$ cat src/rtl/alu_pkg.sv
// Shared definitions for the multi-cycle ALU: op-codes, controller states and default width.
package alu_pkg;

    localparam int DEFAULT_WIDTH = 16;

    localparam logic [2:0] OP_ADD  = 3'b000;
    localparam logic [2:0] OP_SUB  = 3'b001;
    localparam logic [2:0] OP_AND  = 3'b010;
    localparam logic [2:0] OP_OR   = 3'b011;
    localparam logic [2:0] OP_SLT  = 3'b100;
    localparam logic [2:0] OP_SLL  = 3'b101;
    localparam logic [2:0] OP_MUL  = 3'b110;
    localparam logic [2:0] OP_DIVU = 3'b111;

    typedef enum logic [1:0] {
        ST_IDLE,
        ST_ITER,
        ST_DONE
    } state_e;

    function automatic logic is_iterative(input logic [2:0] op);
        return (op == OP_MUL) || (op == OP_DIVU);
    endfunction

endpackage

$ cat src/rtl/muldiv_iter.sv
// Iterative unsigned multiply (shift-add) and restoring divide, one step per enabled cycle.
// Outputs present the values after the current step, so the caller can register them on the final step.
module muldiv_iter #(
    parameter int WIDTH = 16
) (
    input  logic             clk,
    input  logic             reset,
    input  logic             load,
    input  logic             step,
    input  logic             is_div,
    input  logic [WIDTH-1:0] a,
    input  logic [WIDTH-1:0] b,
    output logic [WIDTH-1:0] prod_hi,
    output logic [WIDTH-1:0] prod_lo,
    output logic [WIDTH-1:0] quotient,
    output logic             finished
);

    localparam int CW = $clog2(WIDTH);

    logic [WIDTH-1:0] hi_reg, lo_reg, b_reg;
    logic             div_mode;
    logic [CW-1:0]    count;

    logic [WIDTH:0]   mul_sum;
    logic [WIDTH:0]   div_shift;
    logic [WIDTH-1:0] div_diff;
    logic             div_ge;
    logic [WIDTH-1:0] rem_next, quo_next;
    logic [WIDTH-1:0] hi_next, lo_next;
    logic             freeze;

    // Multiply keeps the partial product in hi and the shrinking multiplier in lo;
    // divide keeps the partial remainder in hi and the growing quotient in lo.
    always_comb begin
        mul_sum   = {1'b0, hi_reg} + (lo_reg[0] ? {1'b0, b_reg} : '0);
        div_shift = {hi_reg, lo_reg[WIDTH-1]};
        div_ge    = div_shift >= {1'b0, b_reg};
        div_diff  = div_shift[WIDTH-1:0] - b_reg;
        rem_next  = div_ge ? div_diff : div_shift[WIDTH-1:0];
        quo_next  = {lo_reg[WIDTH-2:0], div_ge};
        hi_next   = div_mode ? rem_next : mul_sum[WIDTH:1];
        lo_next   = div_mode ? quo_next : {mul_sum[0], lo_reg[WIDTH-1:1]};
        freeze    = div_mode && (b_reg == '0);
    end

    always_ff @(posedge clk or posedge reset) begin
        if (reset) begin
            hi_reg   <= '0;
            lo_reg   <= '0;
            b_reg    <= '0;
            div_mode <= 1'b0;
            count    <= '0;
        end else if (load) begin
            hi_reg   <= '0;
            lo_reg   <= a;
            b_reg    <= b;
            div_mode <= is_div;
            count    <= '0;
        end else if (step) begin
            count <= count + CW'(1);
            if (!freeze) begin
                hi_reg <= hi_next;
                lo_reg <= lo_next;
            end
        end
    end

    assign prod_hi  = mul_sum[WIDTH:1];
    assign prod_lo  = {mul_sum[0], lo_reg[WIDTH-1:1]};
    assign quotient = quo_next;
    assign finished = step && (count == CW'(WIDTH - 1));

endmodule

$ cat src/rtl/multicycle_alu.sv
// ALU controller: single-cycle ops complete in one cycle, MUL/DIVU iterate WIDTH cycles in muldiv_iter.
module multicycle_alu
    import alu_pkg::*;
#(
    parameter int WIDTH = DEFAULT_WIDTH,
    parameter int SHW   = $clog2(WIDTH)
) (
    input  logic             clk,
    input  logic             reset,
    input  logic             start,
    input  logic [2:0]       op,
    input  logic [WIDTH-1:0] a,
    input  logic [WIDTH-1:0] b,
    output logic             ready,
    output logic             done,
    output logic [WIDTH-1:0] r,
    output logic             zero,
    output logic             ovfl,
    output logic             carry,
    output logic             divz
);

    state_e           state, state_next;
    logic [2:0]       op_reg;
    logic             div_zero;
    logic             accept;
    logic             finished;
    logic [WIDTH-1:0] prod_hi, prod_lo, quotient;

    logic [WIDTH:0]   add_ext, sub_ext;
    logic [WIDTH-1:0] alu_r;
    logic             alu_ovfl, alu_carry;

    assign accept  = start && ready;
    assign add_ext = {1'b0, a} + {1'b0, b};
    assign sub_ext = {1'b0, a} - {1'b0, b};

    always_comb begin
        alu_r     = '0;
        alu_ovfl  = 1'b0;
        alu_carry = 1'b0;
        case (op)
            OP_ADD: begin
                alu_r     = add_ext[WIDTH-1:0];
                alu_carry = add_ext[WIDTH];
                alu_ovfl  = (a[WIDTH-1] == b[WIDTH-1]) && (add_ext[WIDTH-1] != a[WIDTH-1]);
            end
            OP_SUB: begin
                // The extension bit is the borrow, so carry means "no borrow".
                alu_r     = sub_ext[WIDTH-1:0];
                alu_carry = ~sub_ext[WIDTH];
                alu_ovfl  = (a[WIDTH-1] != b[WIDTH-1]) && (sub_ext[WIDTH-1] != a[WIDTH-1]);
            end
            OP_AND:  alu_r = a & b;
            OP_OR:   alu_r = a | b;
            OP_SLT:  alu_r = {{(WIDTH-1){1'b0}}, ($signed(a) < $signed(b))};
            OP_SLL:  alu_r = a << b[SHW-1:0];
            default: alu_r = '0;
        endcase
    end

    always_comb begin
        state_next = state;
        case (state)
            ST_IDLE: if (start) state_next = is_iterative(op) ? ST_ITER : ST_DONE;
            ST_ITER: if (finished) state_next = ST_DONE;
            ST_DONE: state_next = ST_IDLE;
            default: state_next = ST_IDLE;
        endcase
    end

    // Results change only on completion, so they hold through IDLE until the next op finishes.
    always_ff @(posedge clk or posedge reset) begin
        if (reset) begin
            state    <= ST_IDLE;
            op_reg   <= OP_ADD;
            div_zero <= 1'b0;
            r        <= '0;
            ovfl     <= 1'b0;
            carry    <= 1'b0;
            divz     <= 1'b0;
        end else begin
            state <= state_next;
            if (accept) begin
                op_reg   <= op;
                div_zero <= (op == OP_DIVU) && (b == '0);
                if (!is_iterative(op)) begin
                    r     <= alu_r;
                    ovfl  <= alu_ovfl;
                    carry <= alu_carry;
                    divz  <= 1'b0;
                end
            end else if ((state == ST_ITER) && finished) begin
                carry <= 1'b0;
                if (op_reg == OP_MUL) begin
                    r    <= prod_lo;
                    ovfl <= |prod_hi;
                    divz <= 1'b0;
                end else begin
                    r    <= div_zero ? '1 : quotient;
                    ovfl <= 1'b0;
                    divz <= div_zero;
                end
            end
        end
    end

    muldiv_iter #(.WIDTH(WIDTH)) u_muldiv (
        .clk      (clk),
        .reset    (reset),
        .load     (accept && is_iterative(op)),
        .step     (state == ST_ITER),
        .is_div   (op == OP_DIVU),
        .a        (a),
        .b        (b),
        .prod_hi  (prod_hi),
        .prod_lo  (prod_lo),
        .quotient (quotient),
        .finished (finished)
    );

    assign ready = (state == ST_IDLE);
    assign done  = (state == ST_DONE);
    assign zero  = (r == '0);

endmodule

$ cat config.mk
export PLATFORM = sky130hd
export DESIGN_NAME = multicycle_alu
export DESIGN_NICKNAME = d
export VERILOG_FILES = /design/src/rtl/alu_pkg.sv /design/src/rtl/muldiv_iter.sv /design/src/rtl/multicycle_alu.sv
export SDC_FILE = /design/constraint.sdc
export NUM_CORES = 1
export LEC_CHECK = 0
export CAP_MARGIN = 20
export CORE_MARGIN = 1.5
export CORE_UTILIZATION = 55
export CTS_CLUSTER_SIZE = 20
export DETAILED_ROUTE_END_ITERATION = 10
export PLACE_DENSITY = 0.78
export SLEW_MARGIN = 5
export SYNTH_ARGS = -nofsm -noshare
export SYNTH_HDL_FRONTEND = slang
export SYNTH_SLANG_ARGS = --single-unit
$ cat constraint.sdc
create_clock -name clk -period 3.1 [get_ports clk]
set_input_delay 0.62 -clock clk [delete_from_list [all_inputs] [get_ports clk]]
set_output_delay 0.62 -clock clk [all_outputs]
set_load 0.05 [all_outputs]
==> out/metrics.csv <==
stage,metric,value,unit
setup_path,Worst path slowest cell,or3_4,
layout,Fillers,1114,
min_path,hold crit path type,reg -> reg,
global_route,first-pass GRT wire length,46.51,mm
die,Die W,125.3,um
sta,RSZ-0062 raised after global routing,true,
clock_network,H-tree depth,3,
setup_path,worst reg2reg setup slack,-160,ps
layout,post-route insts no fill,1426,
global_route,GRT overflow,0,
place,RD Place Congestion,1.005,
setup_path,reg2reg start,u_muldiv.lo_reg[0]$_DFFE_PP0P_,
setup_path,Critical path buffers and inverters,4,
drt,detailed-route wire length per cell,20.93,um
sta,Tcrit/Tclk final,1.050,
global_route,gr usage total,0.3739,
place,Detailed Place HPWL,22.18,mm
setup_path,worst-case reg-to-reg path depth,15,
drt,DR iter-0 viols,1318,
clock_network,Root Driver,clkbuf_16,
sta,# setup viols final,1,
logic_synthesis,register area share after synthesis,0.2373,
setup_path,crit-path max FO,5,
sta,fmax,307.2,MHz
drt,DRC,0,
die,std cell rows,44,
clock_network,"Reg clk slew, reported paths",60,ps
logic_synthesis,Post-synth EDFFs,0,
global_route,antenna violations before repair,0,
logic_synthesis,Synth Net Count,1193,
clock_network,CTS tree,yes,
setup_path,CP startpoint,u_muldiv.lo_reg[0]$_DFFE_PP0P_,
drt,"antenna viol nets, final",0,
setup_path,Worst Setup EP,ovfl$_DFFE_PP0P_,
logic_synthesis,Synth top cells by count,"nand2_1, nor2_1, o21ai_0, ha_1, a21oi_1",
setup_path,reg2reg end,ovfl$_DFFE_PP0P_,
die,die footprint,15700,um2
logic_synthesis,syn avg cell area,7.745,um2
sta,minimum clock period,3255,ps
setup_path,Crit Path Class,reg -> reg,
clock_network,Max clock buf depth,2,
die,Initial Utilization,0.5638,
setup_path,CP max stage delay,420,ps
sta,Worst slew margin,0.3429,
status,outcome,finished with violations,
layout,share of layout cells above drive strength 1,0.2182,
place,placed cell count,1399,
setup_path,Worst Setup Start Kind,register,
setup_path,crit-path leading delay family,simple AND/OR/NAND/NOR gates,
setup_path,CP endpoint kind,register,
clock_network,clk sink count,78,
logic_synthesis,Yosys cell types,71,
sta,setup TNS,-155.1,ps
clock_network,"Clk Latency, worst-skew pair",360,ps
clock_network,TritonCTS Buffers,9,
power,power per standard cell area,835.2,nW/um2
power,Leakage Power,4.915,nW
sta,worst slew pin tran,982.0,ps
layout,Nets,1368,
layout,ant diodes,0,
logic_synthesis,"Cell Area, Synth",8225,um2
logic_synthesis,top-count cell post-synth,nand2_1,
sta,hold slack,476.2,ps
power,Total Power,9.059,mW
status,violated checks,negative setup slack,
place,area post-placement,10020,um2
logic_synthesis,Ys Warns,0,
global_route,pin count of the biggest net entering global routing,45,
logic_synthesis,"Top FF cell, synth",dfrtp_1,
layout,area grow syn2layout,31.85,%
die,core area,14590,um2
job,maxcap violations,0,
sta,final hold violation count,0,
die,Die Height,125.3,um
drt,DRT Pass-1 Iters,5,
sta,Setup Skew,8.596,ps
power,maximum vdd drop,660.3,uV
place,Placement Setup Slack,-754.7,ps
layout,Final Instance Area,10850,um2
drt,Final Routed Wirelength,29.85,mm
layout,Final Util,0.7434,
setup_path,crit path cell chain,"buf_6, and2_4, ha_4, buf_6, nor2b_4, o31ai_2, buf_4, buf_4, nand2_1, a21oi_2, xnor2_1, or3_4, nor4_4, a31oi_2, a211o_1",
logic_synthesis,area share of the largest cell type after synthesis,0.2373,
setup_path,Critical Path AT,3490,ps
die,I/O pin total,60,
global_route,vias in the first global route,8545,
logic_synthesis,dominant cells by area after synthesis,"dfrtp_1, ha_1, o21ai_0",
logic_synthesis,"FFs w/ async S/R, synth",1.000,
drt,Via density,6.372,
sta,Setup WS post-layout,-155.1,ps
logic_synthesis,post-synthesis instance total,1062,
place,PortBufs,59,
setup_path,Critical Path RT,3340,ps
drt,Vias,9087,
clock_network,# hold bufs at CTS,0,
sta,pins over their slew limit,0,
setup_path,WP depth,15,
logic_synthesis,largest area contributor in the netlist,dfrtp_1,
logic_synthesis,Synth Register Bits,78,
==> worst min-delay path, cell delays in order (launching register included) <==
cell	delay [ps]
dfrtp_1	340
nand2_1	40
o21ai_0	60
==> where the power goes <==
part           switching (mW)  internal, mW  leakage [nW]
registers               0.514          1.45         0.981
clock network           0.474         0.627         0.140
logic                    3.45          2.54          3.79
total                    4.44          4.62          4.92
==> logic make-up (layout without fill, tap and decap cells) <==
kind of cell,Yosys count,in the layout,synth area share
compound gates,328,328,0.2595
xor+xnor,41,41,0.04366
fa+ha+maj,93,93,0.1451
buf+inv,132,312,0.06100
flops,78,78,0.2373
mux,49,49,0.06297
simple gates,341,341,0.1904
==> placed cells by master (no fill, tap or decap), types with 10 or more instances in the layout <==
| cell type | n |
|---|---|
| o21ai_0 | 90 |
| nor3_1 | 17 |
| mux2i_1 | 45 |
| nand2_1 | 109 |
| nor4_1 | 13 |
| nor2_1 | 104 |
| ha_1 | 73 |
| and2_1 | 11 |
| dfrtp_1 | 78 |
| inv_1 | 70 |
| nor2b_1 | 10 |
| a21oi_1 | 72 |
| a21o_1 | 12 |
| nand2b_1 | 10 |
| o221ai_1 | 11 |
| o211ai_1 | 11 |
| buf_4 | 151 |
| clkdlybuf4s50_1 | 44 |
| xnor2_1 | 32 |
| nand3_1 | 19 |
| a221oi_1 | 11 |
| ha_4 | 11 |
==> repair_timing <==
| action | CTS | global route |
|---|---|---|
| pin swaps | 40 | 33 |
| endpoints found under the setup margin | 8 | 17 |
| resized for setup | 78 | 41 |
| buffers inserted | 10 | 3 |
==> area by class of cell <==
type                            count  area, um2  share of cell area
Clock buffer                       11      232.7             0.02146
Clock inverter                      5      60.06            0.005538
Inverter                           78      297.8             0.02746
Multi-Input combinational cell    852       6264              0.5775
Sequential cell                    78       1952              0.1800
Tap cell                          184      230.2             0.02123
Timing Repair Buffer              218       1809              0.1668
==> worst min path at each step <==
| stage | slack, ps | cells after the start | from | endpoint |
|---|---|---|---|---|
| after floorplan | 440 | 2 | op_reg[0]$_DFFE_PP0P_ | op_reg[0]$_DFFE_PP0P_ |
| after global placement | 450 | 2 | op_reg[0]$_DFFE_PP0P_ | op_reg[0]$_DFFE_PP0P_ |
| after detailed placement | 460 | 2 | op_reg[0]$_DFFE_PP0P_ | op_reg[0]$_DFFE_PP0P_ |
| after CTS | 480 | 2 | op_reg[0]$_DFFE_PP0P_ | op_reg[0]$_DFFE_PP0P_ |
| after global routing | 520 | 2 | op_reg[0]$_DFFE_PP0P_ | op_reg[0]$_DFFE_PP0P_ |
| final | 480 | 2 | op_reg[0]$_DFFE_PP0P_ | op_reg[0]$_DFFE_PP0P_ |
==> layer usage <==
metal	vias up	wire [um]	global-route usage
met1	4237	12930	0.5392
met4	0	887	0.1183
met5	-	0	0
li1	4175	-	-
met2	601	12200	0.5297
met3	74	3836	0.1194
(Power assumes the default switching activity.)
==> RTL edit, RTL diff (config.mk and constraints unchanged) <==
`DEFAULT_WIDTH`: 16 -> 8.
--- a/src/rtl/alu_pkg.sv
+++ b/src/rtl/alu_pkg.sv
@@ -3,3 +3,3 @@
 
-    localparam int DEFAULT_WIDTH = 16;
+    localparam int DEFAULT_WIDTH = 8;
 
Ports: changed (resized a, b and r); port bits go from 60 to 36. No check against the original RTL was run, so the function may have changed too.
==> RTL edit against the original RTL <==
Fmax up 13%. Synthesized area down 47%. Cell area down 54%. Cell count down 53%. Routed wire length down 58%. Synthesized cell count down 51%. Power down 52%. Worst setup slack better by 0.37 ns. Sequential cell count down 33. Global-route usage down 6.6 points. Clock power down 57%. Largest cell class unchanged. Highest routed layer unchanged.
==> RTL edit: results (changes against the original RTL) <==
.. list-table::
   :header-rows: 1

   * - Metric
     - Value
   * - Combinational power share
     - 63.0% (-3.2 points)
   * - Port buffer count
     - 35 (-41%)
   * - Sequential cell area fraction in the yosys report
     - 25.91% (+2.2 points)
   * - Maximum ir drop on the vdd rail
     - 0.3443 mV (-48%)
   * - Final Skew
     - 0.01132 ns (+0.002723 ns)
   * - Detailed placement HPWL
     - 9867 um (-56%)
   * - Die outline width
     - 91.90 um (-27%)
   * - CTS sink count
     - 45 (-42%)
   * - Post-synthesis compound-gate area fraction
     - 23.89% (-2.1 points)
   * - Power in sequential cells
     - 1.14 mW (-42%)
   * - Clk_buf instances
     - 7 (-4)
   * - Placement-stage worst setup slack
     - 0.002113 ns (+0.7568 ns)
   * - Arrival @ worst endpoint
     - 3.05 ns (-0.44 ns)
   * - Outcome
     - completed
   * - Total area of multi-input combinational cells
     - 2955 um2 (-53%)
   * - Overall fraction of global-route tracks in use
     - 30.80% (-6.6 points)
   * - Final Instance Count excl. Fillers
     - 670 (-53%)
   * - Number of multi-input combinational cells in the layout
     - 415 (-51%)
   * - Reg2Reg Depth
     - 10 (-5)
   * - Cell types with the highest counts after synthesis
     - sky130_fd_sc_hd__nor2_1 (57), sky130_fd_sc_hd__o21ai_0 (50), sky130_fd_sc_hd__ha_1 (46), sky130_fd_sc_hd__dfrtp_1 (45), sky130_fd_sc_hd__nand2_1 (41)
   * - Inverters
     - 39 (-50%)
   * - Count of plain and timing-repair buffers in the layout
     - 61 (-72%)
   * - Fraction of layout cells with a size suffix above 1
     - 8.275% (-14 points)
   * - Clock network fraction of total power
     - 10.8% (-1.3 points)
   * - Clock-pin transition on the worst setup and hold timing paths
     - 0.08 ns (+0.02 ns)
   * - Post-detailed-route via-to-cell ratio
     - 6.290 (-1.3%)
   * - Layout fillers
     - 670 (-40%)
   * - Initial DRC count
     - 339 (-74%)
   * - Post-synth cell types
     - 66 (-7.0%)
   * - Area share of fa/ha/maj cells after synthesis
     - 15.08% (+0.57 points)
==> RTL edit: cell types whose count changed after synthesis, moves of 12 or more <==
cell                       before  now
sky130_fd_sc_hd__nor4_1        16    3
sky130_fd_sc_hd__ha_1          89   46
sky130_fd_sc_hd__nand2_1      109   41
sky130_fd_sc_hd__a21oi_1       82   31
sky130_fd_sc_hd__xnor2_1       33   14
sky130_fd_sc_hd__nor2_1       106   57
sky130_fd_sc_hd__dfrtp_1       78   45
sky130_fd_sc_hd__nor3_1        21    9
sky130_fd_sc_hd__clkbuf_1      47   14
sky130_fd_sc_hd__o21ai_0       97   50
sky130_fd_sc_hd__mux2i_1       45   22
sky130_fd_sc_hd__inv_1         76   37
==> RTL edit: critical path, stage by stage (launching register included) <==
cell	delay, ns
sky130_fd_sc_hd__dfrtp_1	0.46
sky130_fd_sc_hd__and2_1	0.20
sky130_fd_sc_hd__ha_1	0.21
sky130_fd_sc_hd__fa_1	0.41
sky130_fd_sc_hd__a211oi_1	0.37
sky130_fd_sc_hd__nor2_1	0.11
sky130_fd_sc_hd__xor2_1	0.17
sky130_fd_sc_hd__nor3b_1	0.21
sky130_fd_sc_hd__nand3_1	0.11
sky130_fd_sc_hd__nor4_1	0.38
sky130_fd_sc_hd__o22ai_1	0.12
==> RTL edit: worst paths after layout <==
check | from | to | slack [ns]
setup / recovery | u_muldiv.lo_reg[0] | ovfl | 0.21
hold / removal | op_reg[2] | op_reg[2] | 0.49
setup reg to reg | u_muldiv.lo_reg[0] | ovfl | 0.21
hold reg to reg | op_reg[2] | op_reg[2] | 0.49
max in group asynchronous | reset | u_muldiv.b_reg[6] | 1.64
min in group asynchronous | reset | u_muldiv.lo_reg[0] | 0.86
